`src/rtl/step_motor_pkg.sv`:
```
// Shared types and constants for the stepper motor driver: FSM state, the
// half-step phase table and the H-bridge leg encoding of one coil.
package step_motor_pkg;

  typedef enum logic [0:0] {
    ST_IDLE = 1'b0,
    ST_RUN  = 1'b1
  } state_e;

  localparam logic [15:0] MIN_PERIOD = 16'd2;

  // Coil polarity codes used inside the phase table
  localparam logic [1:0] COIL_OFF = 2'b00;
  localparam logic [1:0] COIL_POS = 2'b01;
  localparam logic [1:0] COIL_NEG = 2'b10;

  // Bridge drive as {X, Y, E}
  localparam logic [2:0] DRV_OFF = 3'b000;
  localparam logic [2:0] DRV_POS = 3'b101;
  localparam logic [2:0] DRV_NEG = 3'b011;

  // Entry i is {coil A code, coil B code} for phase index i
  localparam logic [7:0][3:0] PHASE_TABLE = {
    {COIL_POS, COIL_NEG},  // 7
    {COIL_OFF, COIL_NEG},  // 6
    {COIL_NEG, COIL_NEG},  // 5
    {COIL_NEG, COIL_OFF},  // 4
    {COIL_NEG, COIL_POS},  // 3
    {COIL_OFF, COIL_POS},  // 2
    {COIL_POS, COIL_POS},  // 1
    {COIL_POS, COIL_OFF}   // 0
  };

  function automatic logic [2:0] coil_drive(input logic [1:0] code);
    case (code)
      COIL_POS: coil_drive = DRV_POS;
      COIL_NEG: coil_drive = DRV_NEG;
      default:  coil_drive = DRV_OFF;
    endcase
  endfunction

endpackage

```
`src/rtl/step_motor_driver_if.sv`:
```
// Command/status bundle between a move controller (master) and the stepper
// driver (slave).
interface step_motor_driver_if;
  logic        cmd_valid;
  logic        cmd_ready;
  logic [15:0] cmd_steps;
  logic        cmd_dir;
  logic        cmd_half;
  logic [15:0] cmd_period;
  logic        abort;
  logic        hold;
  logic        busy;
  logic        done;
  logic [15:0] position;

  modport master (
    output cmd_valid, cmd_steps, cmd_dir, cmd_half, cmd_period, abort, hold,
    input  cmd_ready, busy, done, position
  );

  modport slave (
    input  cmd_valid, cmd_steps, cmd_dir, cmd_half, cmd_period, abort, hold,
    output cmd_ready, busy, done, position
  );
endinterface

```
`src/rtl/step_phase_decode.sv`:
```
// Combinational decode of a 3-bit phase index into the six H-bridge signals.
module step_phase_decode
  import step_motor_pkg::*;
(
  input  logic [2:0] phase,
  output logic       ax,
  output logic       ay,
  output logic       ae,
  output logic       bx,
  output logic       by,
  output logic       be
);

  logic [3:0] entry;

  always_comb begin
    entry          = PHASE_TABLE[phase];
    {ax, ay, ae}   = coil_drive(entry[3:2]);
    {bx, by, be}   = coil_drive(entry[1:0]);
  end

endmodule

```
`src/rtl/step_motor_driver.sv`:
```
// Stepper motor driver: accepts a move command, emits one step every period
// cycles through a half/full-step phase table and drives two H-bridges.
module step_motor_driver
  import step_motor_pkg::*;
(
  input  logic                 clock,
  input  logic                 reset,
  step_motor_driver_if.slave   bus,
  output logic                 AX,
  output logic                 AY,
  output logic                 BX,
  output logic                 BY,
  output logic                 AE,
  output logic                 BE
);

  state_e      state_q, state_d;
  logic [15:0] rem_q, rem_d;
  logic [15:0] cnt_q, cnt_d;
  logic [15:0] period_q, period_d;
  logic [15:0] position_q, position_d;
  logic [2:0]  phase_q, phase_d;
  logic        dir_q, dir_d;
  logic        half_q, half_d;
  logic        done_q, done_d;
  logic        zero_pend_q, zero_pend_d;
  logic [5:0]  drive_q, drive_d;

  logic [15:0] clamped_period;
  logic [2:0]  phase_inc;
  logic        dec_ax, dec_ay, dec_ae, dec_bx, dec_by, dec_be;

  // Decode looks at the next phase so the registered drive lines up with it
  step_phase_decode u_decode (
    .phase (phase_d),
    .ax    (dec_ax),
    .ay    (dec_ay),
    .ae    (dec_ae),
    .bx    (dec_bx),
    .by    (dec_by),
    .be    (dec_be)
  );

  always_comb begin
    state_d     = state_q;
    rem_d       = rem_q;
    cnt_d       = cnt_q;
    period_d    = period_q;
    position_d  = position_q;
    phase_d     = phase_q;
    dir_d       = dir_q;
    half_d      = half_q;
    done_d      = 1'b0;
    zero_pend_d = 1'b0;

    clamped_period = (bus.cmd_period < MIN_PERIOD) ? MIN_PERIOD : bus.cmd_period;
    phase_inc      = half_q ? 3'd1 : 3'd2;

    case (state_q)
      ST_IDLE: begin
        // A zero-step command completes one edge after it is accepted
        done_d = zero_pend_q;
        if (bus.cmd_valid) begin
          dir_d    = bus.cmd_dir;
          half_d   = bus.cmd_half;
          period_d = clamped_period;
          cnt_d    = clamped_period - 16'd1;
          rem_d    = bus.cmd_steps;
          if (bus.cmd_steps == 16'd0) begin
            zero_pend_d = 1'b1;
          end else begin
            state_d = ST_RUN;
          end
        end
      end
      ST_RUN: begin
        if (bus.abort) begin
          state_d = ST_IDLE;
        end else if (cnt_q == 16'd0) begin
          cnt_d      = period_q - 16'd1;
          rem_d      = rem_q - 16'd1;
          phase_d    = dir_q ? (phase_q + phase_inc) : (phase_q - phase_inc);
          position_d = dir_q ? (position_q + 16'd1) : (position_q - 16'd1);
          if (rem_q == 16'd1) begin
            state_d = ST_IDLE;
            done_d  = 1'b1;
          end
        end else begin
          cnt_d = cnt_q - 16'd1;
        end
      end
      default: state_d = ST_IDLE;
    endcase

    drive_d = ((state_d == ST_RUN) || bus.hold)
            ? {dec_ax, dec_ay, dec_ae, dec_bx, dec_by, dec_be}
            : 6'b0;
  end

  always_ff @(posedge clock or posedge reset) begin
    if (reset) begin
      state_q     <= ST_IDLE;
      rem_q       <= 16'd0;
      cnt_q       <= 16'd0;
      period_q    <= 16'd0;
      position_q  <= 16'd0;
      phase_q     <= 3'd0;
      dir_q       <= 1'b0;
      half_q      <= 1'b0;
      done_q      <= 1'b0;
      zero_pend_q <= 1'b0;
      drive_q     <= 6'b0;
    end else begin
      state_q     <= state_d;
      rem_q       <= rem_d;
      cnt_q       <= cnt_d;
      period_q    <= period_d;
      position_q  <= position_d;
      phase_q     <= phase_d;
      dir_q       <= dir_d;
      half_q      <= half_d;
      done_q      <= done_d;
      zero_pend_q <= zero_pend_d;
      drive_q     <= drive_d;
    end
  end

  assign bus.cmd_ready = (state_q == ST_IDLE);
  assign bus.busy      = (state_q == ST_RUN);
  assign bus.done      = done_q;
  assign bus.position  = position_q;
  assign {AX, AY, AE, BX, BY, BE} = drive_q;

endmodule

```
`src/flat_wrapper.sv`:
```
// flat-port wrapper written by rule: the top's interface ports become plain ports
module step_motor_driver_flat import step_motor_pkg::*;
  (clock, reset, AX, AY, BX, BY, AE, BE, bus_cmd_valid, bus_cmd_steps, bus_cmd_dir, bus_cmd_half, bus_cmd_period, bus_abort, bus_hold, bus_cmd_ready, bus_busy, bus_done, bus_position);
  step_motor_driver_if bus_i ();
  input  logic clock;
  input  logic reset;
  output logic AX;
  output logic AY;
  output logic BX;
  output logic BY;
  output logic AE;
  output logic BE;
  input wire logic [$bits(bus_i.cmd_valid)-1:0] bus_cmd_valid;
  input wire logic [$bits(bus_i.cmd_steps)-1:0] bus_cmd_steps;
  input wire logic [$bits(bus_i.cmd_dir)-1:0] bus_cmd_dir;
  input wire logic [$bits(bus_i.cmd_half)-1:0] bus_cmd_half;
  input wire logic [$bits(bus_i.cmd_period)-1:0] bus_cmd_period;
  input wire logic [$bits(bus_i.abort)-1:0] bus_abort;
  input wire logic [$bits(bus_i.hold)-1:0] bus_hold;
  output wire logic [$bits(bus_i.cmd_ready)-1:0] bus_cmd_ready;
  output wire logic [$bits(bus_i.busy)-1:0] bus_busy;
  output wire logic [$bits(bus_i.done)-1:0] bus_done;
  output wire logic [$bits(bus_i.position)-1:0] bus_position;
  assign bus_i.cmd_valid = bus_cmd_valid;
  assign bus_i.cmd_steps = bus_cmd_steps;
  assign bus_i.cmd_dir = bus_cmd_dir;
  assign bus_i.cmd_half = bus_cmd_half;
  assign bus_i.cmd_period = bus_cmd_period;
  assign bus_i.abort = bus_abort;
  assign bus_i.hold = bus_hold;
  assign bus_cmd_ready = bus_i.cmd_ready;
  assign bus_busy = bus_i.busy;
  assign bus_done = bus_i.done;
  assign bus_position = bus_i.position;
  step_motor_driver u_core (.clock(clock), .reset(reset), .bus(bus_i), .AX(AX), .AY(AY), .BX(BX), .BY(BY), .AE(AE), .BE(BE));
endmodule
```
`config.mk`:
```
export PLATFORM = sky130hd
export DESIGN_NAME = step_motor_driver_flat
export DESIGN_NICKNAME = d
export VERILOG_FILES = /design/src/rtl/step_motor_pkg.sv /design/src/rtl/step_motor_driver_if.sv /design/src/rtl/step_phase_decode.sv /design/src/rtl/step_motor_driver.sv /design/src/flat_wrapper.sv
export SDC_FILE = /design/constraint.sdc
export NUM_CORES = 1
export LEC_CHECK = 0
export ABC_AREA = 0
export CORE_MARGIN = 5
export CORE_UTILIZATION = 52
export CTS_BUF_LIST = sky130_fd_sc_hd__clkbuf_4
export DETAILED_ROUTE_END_ITERATION = 6
export PLACE_DENSITY = 0.79
export SYNTH_ARGS = -nofsm -noshare
export SYNTH_HDL_FRONTEND = slang
export SYNTH_HIERARCHICAL = 1
export SYNTH_SLANG_ARGS = --single-unit
```
`constraint.sdc`:
```
create_clock -name clock -period 3.3 [get_ports clock]
set_clock_uncertainty 0.2 [all_clocks]
set_input_delay 0.495 -clock clock [delete_from_list [all_inputs] [get_ports clock]]
set_output_delay 0.495 -clock clock [all_outputs]
set_load 0.02 [all_outputs]
```
==> results of run 1 <==
==> critical path, delay by kind of cell, from the launching register on <==
family	cells	cell delay [ns]
xor gates and xnor gates	1	0.15
adders and majority gates	1	0.32
DFF	1	0.42
buffers and inverters	1	0.16
and+or+nand+nor	2	0.65
AOI/OAI and AO/OA	4	1.16
==> timing repair <==
action                     4_1_cts  5_1_grt
setup endpoints to repair        1       18
setup buffers                    0        1
gates cloned                     0        0
resized for setup                1        6
==> synthesized netlist by cell type, types with 9 or more instances <==
| cell | number | area [µm²] |
|---|---|---|
| nand2_1 | 85 | 319 |
| dfrtp_1 | 78 | 1950 |
| nor2_1 | 64 | 240 |
| a21oi_1 | 48 | 240 |
| o21ai_0 | 41 | 205 |
| a31oi_1 | 22 | 138 |
| clkbuf_1 | 21 | 78.8 |
| ha_1 | 20 | 250 |
| nor3_1 | 17 | 85.1 |
| nand3_1 | 15 | 75.1 |
| nor4_1 | 13 | 81.3 |
| inv_1 | 11 | 41.3 |
| xnor2_1 | 10 | 87.6 |
| or4_1 | 9 | 67.6 |
| xor2_1 | 9 | 78.8 |
==> layer usage <==
metal / routed length (µm) / part of all wire [%]
met1: 5120 / 42
met2: 5920 / 49
met3: 831 / 6.8
met4: 268 / 2.2
met5: 0 / 0
==> metrics by stage <==
step	setup TNS (ns)	hold WS, ns	util [%]	cell area (µm²)	total power, µW
global placement	0	0.261	64.3	5660	2160
global route	0	0.284	66.4	5850	3020
CTS	0	0.254	66.0	5810	2820
detailed placement	-0.317	0.270	64.3	5660	2200
floorplan	0	0.245	-	4760	1910
finish	0	0.258	66.4	5850	2830
==> report_power, final <==
group          internal, µW  switching, µW
clock network           241            375
logic                   378            497
registers              1140            192
==> flip-flops by register name (all words and copies together) (netlist names) <==
register	count
u_core/zero_pend_q	1
u_core/drive_q	6
u_core/bus.busy	1
u_core/cnt_q	16
u_core/bus.position	16
u_core/dir_q	1
u_core/rem_q	16
u_core/phase_q	3
u_core/bus.done	1
u_core/half_q	1
u_core/period_q	16
==> logic make-up (layout without fill, tap and decap cells) <==
kind of cell	after synthesis	in the layout	synth area share, %
flops	78	78	41.1
simple gates	242	242	23.8
xor+xnor	19	19	3.50
compound gates	161	161	20.7
buf+inv	38	122	3.18
mux	7	7	1.61
fa+ha+maj	22	22	6.11
==> path summary, 6_finish.rpt <==
| path | start | to | slack, ns |
|---|---|---|---|
| min in group clock | u_core/bus.position[15] | u_core/bus.position[15] | 0.29 |
| setup reg to reg | u_core/dir_q | u_core/bus.position[15] | 0.17 |
| max in group asynchronous | reset | u_core/bus.busy | 1.93 |
| hold / removal | reset | u_core/bus.position[10] | 0.26 |
| hold reg to reg | u_core/bus.position[15] | u_core/bus.position[15] | 0.29 |
| setup / recovery | u_core/dir_q | u_core/bus.position[15] | 0.17 |
==> layout make-up <==
cell class / count / area [µm²]
tap: 108 / 135
fill: 709 / 2960
inverter: 11 / 45.0
timing repair buffer: 95 / 883
sequential: 78 / 1950
multi-input combinational: 451 / 2680
clock inverter: 7 / 81.3
clock buffer: 9 / 67.6
==> results.cfg, run 1 <==
[drt]
vias = 4589
first_iter_violations = 280
routed_wl_um = 12100
wl_per_cell_um = 16.0
antenna_left = 0
drt_first_pass_iters = 5
routed_via_density = 6.05
drc = 0

[critical_path]
crit_chain = clkinvlp_4 > ha_1 > a211oi_1 > o21ai_0 > a2111oi_2 > nor3_1 > or4_1 > a221oi_2 > xnor2_1
slowest_delay_ns = 0.53
worst-setup-path-type = reg2reg
critPathArrivalTime_ns = 3.28
r2r_cells = 9
critPathCaptureType = flop
cp_data_required_time_ns = 3.45
cp-start-kind = flop
cp_max_fo = 6
crit_path_top_delay_cell = or4_1

[layout]
final_net_count = 707
finalNonFillerCells = 759
area_growth_pct = 23.0
final_common_cell = nand2_1
final_cell_mix = nand2_1 (84), dfrtp_1 (77), nor2_1 (64), clkdlybuf4s50_1 (63), a21oi_1 (48)
diodes = 0
drive_gt1_share_pct = 9.98

[placement]
place_inst = 742
port_buffers = 63
dpl_worst_slack_ns = -0.0792
routabilityCongestion = 0.891
dp_hpwl_um = 8890

[worst_hold_path]
hold_class = in2async

[floorplanning]
io_pins = 64
start_util_pct = 54.0
fp.dieW_um = 106
core_area_mm2 = 0.00881
die_y_um = 106
fp-row-count = 34
dieArea_mm2 = 0.0112

[sta]
slew_violations = 0
finalHoldViolCount = 0
worst_slack_ns = 0.173
min_period_ns = 3.13
relSlewSlack_pct = 49.2
fmax_ghz = 0.320
setup_viol = 0
timing.final.crit_share_pct = 94.8
rsz0062_at_grt = false
worstMarginPinSlew_ns = 0.762

[yosys]
syn_nets = 628
ys_ff_latch = 78
syn_area_mm2 = 0.00475
ys_seq_area_share_pct = 41.1
synthArstFlopShare_pct = 100
synth-edff-count = 0
synth.avg_cell_area_um2 = 8.38
ys_warn_count = 6
yosys.cell_types.count = 58
netlist_instances = 567
ys.flop_type = dfrtp_1

[global_routing]
first_global_vias = 4361
grtUsageMet1_pct = 30.0
grt_overflow = 0
use_met3_pct = 3.55
grt-busiest-layer = met2
grt_first_pass_wirelength_um = 20600
use_met2_pct = 36.8
grt_start_max_net_pins = 52
antenna_found_initial = 0
grtUsageTotal_pct = 22.3

[clock_network]
clk_pin_slew_ns = 0.14
cts_tree = done
cts_buffer_depth = 2
cts_root_buffer = clkbuf_4
numCtsBuffers = 9
cts_max_level = 3
holdBufCountCts = 0
clock-sinks = 78
clk_latency_ns = 0.43

[power]
power_density_mw_per_mm2 = 484
ir_drop_mv = 0.263
p_leak_uw = 0.00248

[status]
status = complete, no violations

[flow_run]
maxCapViolations = 0
No activity file was read; power rests on OpenSTA's default activity.
==> run 2: changes to the inputs <==
--- a/config.mk
+++ b/config.mk
@@ -7,10 +7,10 @@
 export LEC_CHECK = 0
 export ABC_AREA = 0
 export CORE_MARGIN = 5
-export CORE_UTILIZATION = 52
+export CORE_UTILIZATION = 60
 export CTS_BUF_LIST = sky130_fd_sc_hd__clkbuf_4
 export DETAILED_ROUTE_END_ITERATION = 6
-export PLACE_DENSITY = 0.79
+export PLACE_DENSITY = 0.86
 export SYNTH_ARGS = -nofsm -noshare
 export SYNTH_HDL_FRONTEND = slang
 export SYNTH_HIERARCHICAL = 1
==> constraint.sdc (replaced) <==
create_clock -name clock -period 3.9 [get_ports clock]
set_clock_uncertainty 0.2 [all_clocks]
set_input_delay 0.585 -clock clock [delete_from_list [all_inputs] [get_ports clock]]
set_output_delay 0.585 -clock clock [all_outputs]
set_load 0.02 [all_outputs]
==> run 2 against run 1 <==
  * Setup slack gained 0.11 ns
  * Cell count shrank 3.8%
  * Critical path depth is the same
  * Sequential cell count is the same
  * Critical path type unchanged
  * Highest routed layer unchanged
==> results.cfg, run 2 (synthesized netlist as in run 1, its figures left out) <==
[layout]
final_net_count = 686
area_growth_pct = 19.2
post-route-util_pct = 73.3
nFillCells = 570
diodes = 0
drive_gt1_share_pct = 5.57
final_cell_mix = nand2_1 (85), dfrtp_1 (78), nor2_1 (64), clkdlybuf4s50_1 (63), a21oi_1 (48)
final_common_cell = nand2_1

[drt]
drt_first_pass_iters = 5
routed_via_density = 6.30
drc = 0
first_iter_violations = 284
wl_per_cell_um = 16.4
vias = 4600
routed_wl_um = 12000
antenna_left = 0

[floorplanning]
dieArea_mm2 = 0.00980
fp.dieW_um = 99.0
start_util_pct = 61.5
die_y_um = 99.0
core_area_mm2 = 0.00773
io_pins = 64
fp-row-count = 32

[critical_path]
cp_data_required_time_ns = 4.05
r2r_cells = 9
crit_path_top_delay_cell = a2111oi_0
crit_path_start = u_core/dir_q
slowest_delay_ns = 0.55
path_depth = 9
critPathCapture = u_core/bus.position[15]
cp-start-kind = flop
path_delay_family = compound AO/OA/AOI/OAI gates
crit_chain = inv_1 > ha_1 > a211oi_1 > o21ai_0 > a2111oi_0 > nor3_1 > or4_1 > a221oi_1 > xnor2_1
reg2reg_to = u_core/bus.position[15]
cp_max_fo = 9
timing.rr.start = u_core/dir_q
worst-setup-path-type = reg2reg
critPathArrivalTime_ns = 3.76
cp.buffers_inverters = 1
rrSetupSlack_ns = 0.29
critPathCaptureType = flop

[clock_network]
clk_pin_slew_ns = 0.13
ctsResizeCount = 0
post_cts.repair.setup_buffers = 0
cts_root_buffer = clkbuf_4
numCtsBuffers = 9
clock-sinks = 78
clk_latency_ns = 0.42
cts_tree = done
cts_buffer_depth = 2
cts_max_level = 3
holdBufCountCts = 0

[sta]
timing.final.crit_share_pct = 92.7
fmax_ghz = 0.277
setup_viol = 0
rsz0062_at_grt = false
min_period_ns = 3.61
finalHoldViolCount = 0
worstMarginPinSlew_ns = 0.883
relSlewSlack_pct = 41.1
slew_violations = 0
fin_tns_setup_ns = 0

[global_routing]
grtUsageTotal_pct = 24.9
grt_first_pass_wirelength_um = 20100
antenna_found_initial = 0
grt_start_max_net_pins = 41
first_global_vias = 4380
grt_overflow = 0

[power]
ir_drop_mv = 0.237
p_total_uw = 2450
power_density_mw_per_mm2 = 432
p_leak_uw = 0.00239

[placement]
routabilityCongestion = 0.905
port_buffers = 63
dp_hpwl_um = 8620

[worst_hold_path]
hold-path-cell-count = 2
hold_class = reg2reg

[status]
status = complete, no violations

[flow_run]
maxCapViolations = 0
==> run 2: where the power goes <==
part,total (µW),switching (µW),internal (µW)
combinational,723,421,302
sequential,1130,165,967
clock,594,278,316
==> run 2: through the flow <==
step | worst slack (ns) | std cells | hold slack, ns | instance area, µm²
2_1_floorplan | 0.553 | 567 | 0.245 | 4750
3_3_place_gp | 0.316 | 716 | 0.262 | 5500
3_5_place_dp | 0.173 | 716 | 0.267 | 5500
4_1_cts | 0.332 | 730 | 0.291 | 5660
5_1_grt | 0.0217 | 730 | 0.313 | 5660
6_report | 0.286 | 730 | 0.297 | 5660
==> run 2: worst min-delay path by stage <==
stage | end | startpoint | slack, ns
2_1_floorplan | u_core/period_q[10] | u_core/period_q[10] | 0.25
6_report | u_core/period_q[7] | u_core/period_q[7] | 0.30
3_5_place_dp | u_core/period_q[7] | u_core/period_q[7] | 0.27
3_3_place_gp | u_core/period_q[10] | u_core/period_q[10] | 0.26
4_1_cts | u_core/bus.position[15] | u_core/bus.position[15] | 0.29
5_1_grt | u_core/bus.position[15] | u_core/bus.position[15] | 0.31
==> run 2: metal layers <==
metal | track usage, % | share of wire [%] | vias up
li1 | - | - | 2171
met1 | 32.7 | 42 | 2186
met2 | 40.3 | 49 | 206
met3 | 3.96 | 7.1 | 37
met4 | 11.3 | 2.7 | 0
met5 | 0 | 0 | -
==> run 2: cell type report <==
cell class	count	area, µm²	area share (%)
timing repair buffer	74	726	12.8
tap	102	128	2.25
clock buffer	9	67.6	1.19
clock inverter	5	100	1.77
sequential	78	1950	34.5
inverter	11	41.3	0.729
multi-input combinational	451	2650	46.8
==> run 2: worst reg2reg max path, cell delays in order, from the launching register on <==
cell and delay, ns:
dfrtp_1 0.47, inv_1 0.28, ha_1 0.31, a211oi_1 0.30, o21ai_0 0.17, a2111oi_0 0.55, nor3_1 0.22, or4_1 0.53
a221oi_1 0.36, xnor2_1 0.16
